File: config.mk
export PLATFORM = sky130hd
export DESIGN_NAME = ctrl_pipe
export DESIGN_NICKNAME = d
export VERILOG_FILES = /design/src/rtl/ctrl_pipe.sv
export SDC_FILE = /design/constraint.sdc
export NUM_CORES = 1
export LEC_CHECK = 0
export CORE_MARGIN = 3
export CORE_UTILIZATION = 40
export DETAILED_ROUTE_END_ITERATION = 10
export GPL_ROUTABILITY_DRIVEN = 0
export PLACE_DENSITY = 0.75
export REMOVE_ABC_BUFFERS = 1
export SLEW_MARGIN = 20
export SYNTH_ARGS = -nofsm -noshare
export SYNTH_HDL_FRONTEND = slang
export SYNTH_SLANG_ARGS = --single-unit
File: constraint.sdc
create_clock -name clk -period 0.8 [get_ports clk]
set_input_delay 0.12 -clock clk [delete_from_list [all_inputs] [get_ports clk]]
set_output_delay 0.12 -clock clk [all_outputs]
set_load 0.005 [all_outputs]
File: src/rtl/ctrl_pipe.sv
// Pipelined control-signal carrier: ID/EX, EX/MEM, MEM/WB stage registers with bubble/squash.
// Optional bubble statistics counter is compiled in with `define CTRL_PIPE_STATS_EN.
module ctrl_pipe (
  input  logic        clk,
  input  logic        rst,
  input  logic        in_valid,
  input  logic [3:0]  ex_in,
  input  logic [2:0]  m_in,
  input  logic [1:0]  wb_in,
  input  logic        stall,
  input  logic        flush,
  input  logic        alu_zero,
  output logic        reg_dst,
  output logic [1:0]  alu_op,
  output logic        alu_src,
  output logic        branch,
  output logic        mem_read,
  output logic        mem_write,
  output logic        reg_write,
  output logic        mem_to_reg,
  output logic        pc_src
`ifdef CTRL_PIPE_STATS_EN
  ,
  output logic [15:0] bubble_cnt
`endif
);

  localparam int STAGES = 3;

  typedef struct packed {
    logic [3:0] ex;
    logic [2:0] m;
    logic [1:0] wb;
  } idex_t;

  typedef struct packed {
    logic [2:0] m;
    logic [1:0] wb;
    logic       zero;
  } exmem_t;

  typedef struct packed {
    logic [1:0] wb;
  } memwb_t;

  // r_vld_pipe[0]=ID/EX, [1]=EX/MEM, [2]=MEM/WB
  logic [STAGES-1:0] r_vld_pipe;
  idex_t             r_idex;
  exmem_t            r_exmem;
  memwb_t            r_memwb;

  logic              w_bubble;
  logic [3:0]        w_ex;
  logic [2:0]        w_m;
  logic [1:0]        w_wb;

  assign w_bubble = stall | flush;

  always_ff @(posedge clk) begin
    if (rst) begin
      r_vld_pipe <= '0;
      r_idex     <= '0;
      r_exmem    <= '0;
      r_memwb    <= '0;
    end else begin
      // Invalid bundles are stored as zeros so don't-care inputs never linger.
      if (w_bubble) begin
        r_vld_pipe[0] <= 1'b0;
        r_idex        <= '0;
      end else begin
        r_vld_pipe[0] <= in_valid;
        r_idex.ex     <= in_valid ? ex_in : 4'b0;
        r_idex.m      <= in_valid ? m_in  : 3'b0;
        r_idex.wb     <= in_valid ? wb_in : 2'b0;
      end

      if (flush) begin
        r_vld_pipe[1] <= 1'b0;
        r_exmem       <= '0;
      end else begin
        r_vld_pipe[1] <= r_vld_pipe[0];
        r_exmem.m     <= r_idex.m;
        r_exmem.wb    <= r_idex.wb;
        r_exmem.zero  <= alu_zero;
      end

      r_vld_pipe[2] <= r_vld_pipe[1];
      r_memwb.wb    <= r_exmem.wb;
    end
  end

  assign w_ex = r_idex.ex  & {4{r_vld_pipe[0]}};
  assign w_m  = r_exmem.m  & {3{r_vld_pipe[1]}};
  assign w_wb = r_memwb.wb & {2{r_vld_pipe[2]}};

  assign reg_dst    = w_ex[3];
  assign alu_op     = w_ex[2:1];
  assign alu_src    = w_ex[0];
  assign branch     = w_m[2];
  assign mem_read   = w_m[1];
  assign mem_write  = w_m[0];
  assign reg_write  = w_wb[1];
  assign mem_to_reg = w_wb[0];
  assign pc_src     = r_vld_pipe[1] & r_exmem.m[2] & r_exmem.zero;

`ifdef CTRL_PIPE_STATS_EN
  logic [15:0] r_bubble_cnt;

  always_ff @(posedge clk) begin
    if (rst)
      r_bubble_cnt <= '0;
    else if (w_bubble && (r_bubble_cnt != 16'hFFFF))
      r_bubble_cnt <= r_bubble_cnt + 16'd1;
  end

  assign bubble_cnt = r_bubble_cnt;
`endif

endmodule

# Word level (Yosys, flattened, before mapping)
# Cells that the tools add are included.
dict set report word_totals {
  ff_bits 20
  latchBits 0
  ramBits 0
  mem_bits_ro 0
  out_inout_bits 10
  elab_cells 20
  memories 0
}
dict set report classes {
  addsub 0
  mul 0
  div_mod_pow 0
  magnitude_cmp 0
  eq_ne 0
  n_shift 0
  muxes 0
  n_bitwise 7
  n_reduce_logical 3
}
# operator count
set op_table {}
lappend op_table {{$and 4x4->4} 1}
lappend op_table {{$reduce_or 2->1} 2}
lappend op_table {{$and 3x3->3} 1}
lappend op_table {{$reduce_or 3->1} 1}
lappend op_table {{$and 1x1->1} 2}
lappend op_table {{$and 2x2->2} 1}
lappend op_table {{$not 1->1} 1}
lappend op_table {{$or 1x1->1} 1}

# Logic depth before layout (Yosys ltp)
dict set report depth {
  word_depth 2
  ltp_mapped 2
  mapped_depth_nobuf 2
}

# Least setup slack after synthesis
# No wires, ideal clock.
dict set report synth_path {
  path_kind {input to register}
  startpoint {input port flush}
  endpoint {register r_idex[0] (netlist bit)}
  setup_time_ns 0.060
  arrival_time_ns 0.639
  required_ns 0.740
  slack_ns 0.102
  path_stages 2
  path_cell_list {nor4b_4 > and2_1}
}
dict set report synth_via {
  elab_chain_cells 2
}
# element line_no
set synth_rtl {}
lappend synth_rtl {{start: declaration} 11} ;# input logic flush,
lappend synth_rtl {{$or 1x1->1} 57} ;# assign w_bubble = stall | flush;
lappend synth_rtl {{$reduce_or 3->1 (no line)} n/a}
lappend synth_rtl {{end: declaration} 48} ;# idex_t r_idex;
# Every way passes these cells.
# A chain may end at the register's enable or synchronous reset.

# Worst setup path after layout
dict set report layout_path {
  startpoint {register r_vld_pipe[0]}
  endpoint {output port alu_op[0]}
}
dict set report layout_via {
  elab_chain_cells 1
}
# element line_no
set layout_rtl {}
lappend layout_rtl {{start: declaration} 47} ;# logic [STAGES-1:0] r_vld_pipe;
lappend layout_rtl {{start signal: assignment} 71} ;# r_vld_pipe[0] <= in_valid;
lappend layout_rtl {{$and 4x4->4} 92} ;# assign w_ex = r_idex.ex & {4{r_vld_pipe[0]}};
lappend layout_rtl {{end: declaration} 14} ;# output logic [1:0] alu_op,
# Every way passes these cells.

==> results.md <==
Clock tree:
- In this run the number of H-tree levels came out at 1.
- The clock tree root driver cell is sky130_fd_sc_hd__clkbuf_4.
- The hold buffer count at cts is 0.
- In this run the deepest clock path goes through 2 buffers.
- Clock latency on the worst-skew pair, taken at its later pin, is 0.28 ns.
- Counting every sink on the clock net gives 20.
- In this run, CTS created clock tree buffers numbering 3.
- The clock tree from TritonCTS is done.
- The clock slew at the register clock pins of the worst setup and hold paths is 0.10 ns.

Floorplanning:
- The floorplan has 13 rows.
- The die span in x is 45.3 um.
- The floorplan core area is 1370 sq um.
- The number of primary I/O pins is 25.
- The initial utilization of the core area, before any placement, comes to 0.451.
- The die footprint is 2050 sq um.
- In this run the vertical extent of the chip is 45.3 um.

STA:
- The slew at the pin closest to its max-slew limit is 0.236 ns.
- Across the routed clock network, the largest skew measured is 0.000196 ns.
- The part of the cycle the worst path needs is 1.37.
- Across all setup checks in the final design, the least slack found is -0.295 ns.
- The shortest clock period the worst path allows after layout is 1.09 ns.
- The number of failing setup endpoints in the final timing report is 11.
- The max-slew violation total from the final report is 0.
- The final-report hold violation count was 0.
- Setup repair after global routing could not meet its margin everywhere.
- The worst pin sits at a relative slew slack of 0.842.
- Based on the critical path, the design can be clocked at up to 0.913 GHz.
- The setup TNS is -2.41 ns.

Drt:
- The average wire per cell in the routed design is 11.5 um.
- The violation count after the first detailed-route iteration is 0.
- The post-detailed-route via-to-cell ratio is 4.43.
- For this run, design rule violations remaining after detail routing come to 0.
- For this block, the routed nets add up to 1160 um of wire.
- In this run the remaining antenna-violating nets after routing total 0.
- The number of vias after detailed routing is 447.
- For this run, the detailed router's first-pass iteration total came to 1.

Place:
- The cell area after placement is 891 sq um.
- The post-place setup slack is -0.453 ns.
- The count of buffers added on input and output ports is 24.

Layout:
- In the final design database the tool counted 103 nets.
- The proportion of layout cells with a drive suffix above 1 is 0.419.
- The layout filler cell count is 114.
- The area of all placed cells without fillers is 973 sq um.
- 0 antenna diodes ended up in the layout.
- The growth of design area from synthesis to finish is 57.8%.

Pwr:
- Dividing total power by cell area gives a power density of 1600 nW/um^2.
- The completed layout was analyzed and its total power is 0.00156 W.
- The reported leakage power is 0.453 nW.
- The peak ir drop on the vdd network is 0.940 mV.

Critical path:
- Along the worst path, the maximum fanout reaches 3.
- For the worst flop-to-flop path, the logic depth is 4.
- The required time at the endpoint of the critical path is 0.68 ns.
- The kind of capture point of the worst setup path is an output pin.
- The critical path start-end classification is register to output pin.
- STA puts the critical path data arrival time at 0.97 ns.
- The kind of start point of the critical path is a register.

Synth:
- The number of distinct library cells after synthesis is 6.
- The most used flip-flop cell after synthesis is sky130_fd_sc_hd__dfxtp_1.
- The count of state elements after synthesis is 20.
- The mapped cell area is 617 sq um.
- In the synthesized netlist the async set-or-reset flop fraction comes to 0.
- After technology mapping, the gate count stands at 51.
- After synthesis, the cell types taking the most area are sky130_fd_sc_hd__dfxtp_1 65%, sky130_fd_sc_hd__and2_1 25%, sky130_fd_sc_hd__and2b_2 4.3%.
- The sequential-to-total area share from yosys stat is 0.649.
- Of the post-synthesis cell area, the dominant cell type holds 0.649.
- The most repeated cell in the gate-level netlist after synthesis is sky130_fd_sc_hd__and2_1.
- The largest area contributor in the netlist is sky130_fd_sc_hd__dfxtp_1.
- During synthesis, Yosys emitted a total of 0 warnings.
- A synthesized cell averages 12.1 sq um.
- After synthesis, the most frequently instantiated cells are 25 x sky130_fd_sc_hd__and2_1, 20 x sky130_fd_sc_hd__dfxtp_1, 3 x sky130_fd_sc_hd__and2b_2.
- The number of enable-type register cells in the synthesized netlist is 0.

Hold path:
- Along the worst hold path, the cell count comes to 3.
- The class of the tightest hold or removal check is input port to register.

Global route:
- The maximum number of pins on one net before global-route repair is 11.
- The number of antenna violations at the first check in global routing is 0.
- The total routing resource utilization after global routing is 0.133.
- The via count of the first global-routing pass is 492.
- The wire length of the first global-routing pass is 1900 um.
- The total overflow left after global routing is 0.

Run status:
- The checks that failed: negative setup slack.
- The run finished, with violations left.

Job:
- The number of violations of the max-capacitance limit is 0.
worst paths after layout:
| check | start | to | slack (ns) |
|---|---|---|---|
| max | r_vld_pipe[0]$_SDFF_PP0_ | alu_op[0] | -0.29 |
| min | rst | r_vld_pipe[0]$_SDFF_PP0_ | 0.30 |
| max reg2reg | r_vld_pipe[1]$_SDFF_PP0_ | r_vld_pipe[2]$_SDFF_PP0_ | -0.14 |
| min reg2reg | r_idex[1]$_SDFF_PP0_ | r_exmem[2]$_SDFF_PP0_ | 0.44 |
power breakdown:
part	leakage, nW	switching [W]	internal [W]	total [W]
Clock	0.0138	0.000262	0.000175	0.000436
Sequential	0.164	0.00000520	0.00101	0.00101
Combinational	0.275	0.0000282	0.0000791	0.000107
through the flow:
step            util  std cells  hold WS (ns)
5_1_grt        0.712        101         0.311
3_5_place_dp   0.652         92         0.418
4_1_cts        0.701        100         0.314
2_1_floorplan      -         51         0.211
6_report       0.712        101         0.296
3_3_place_gp   0.652         92         0.410
worst max-delay path: stages (launching register included):
cell and delay, ns:
sky130_fd_sc_hd__dfxtp_2 0.35, sky130_fd_sc_hd__buf_6 0.11, sky130_fd_sc_hd__and2_4 0.13, sky130_fd_sc_hd__buf_6 0.10
kinds of logic (layout without fill, tap and decap cells):
group / after synthesis / after routing / share of synthesized area
buf+inv: 0 / 35 / 0
flops: 20 / 20 / 0.649
simple gates: 31 / 31 / 0.351
routing by layer:
metal	share of wire	global-route usage	vias up	routed length [um]
met5	0	0	-	0
met4	0.012	0.0702	0	14
met3	0.081	0.0279	2	94
met2	0.55	0.274	20	640
met1	0.35	0.113	195	408
li1	-	-	230	-
timing repair:
action	4_1_cts	5_1_grt
cloned	1	0
endpoints found under the hold margin	0	0
setup endpoints to repair	27	27
gates resized for setup	63	3
pin swaps	2	2
buffers inserted	4	1
flip-flops by register name (all words and copies together), names as in the netlist:
name,flops
r_memwb,2
r_idex,9
r_vld_pipe,3
r_exmem,6
final cells by class:
class / instances / area (sq um) / share of cell area
Clock buffer: 3 / 22.5 / 0.0231
Multi-Input combinational cell: 31 / 236 / 0.243
Tap cell: 15 / 18.8 / 0.0193
Timing Repair Buffer: 32 / 290 / 0.298
Sequential cell: 20 / 405 / 0.416
placed cells by master, fill, tap and decap left out:
cell,n
sky130_fd_sc_hd__dfxtp_2,4
sky130_fd_sc_hd__nor2_2,1
sky130_fd_sc_hd__dfxtp_1,16
sky130_fd_sc_hd__clkbuf_4,3
sky130_fd_sc_hd__and2_4,5
sky130_fd_sc_hd__buf_6,9
sky130_fd_sc_hd__buf_4,3
sky130_fd_sc_hd__nor4b_4,1
sky130_fd_sc_hd__and3_4,1
sky130_fd_sc_hd__and2_1,20
sky130_fd_sc_hd__buf_2,6
sky130_fd_sc_hd__dlygate4sd2_1,3
sky130_fd_sc_hd__clkdlybuf4s15_1,1
sky130_fd_sc_hd__clkdlybuf4s50_1,10
sky130_fd_sc_hd__and2b_2,3
Power figures use the tool's default switching activity.
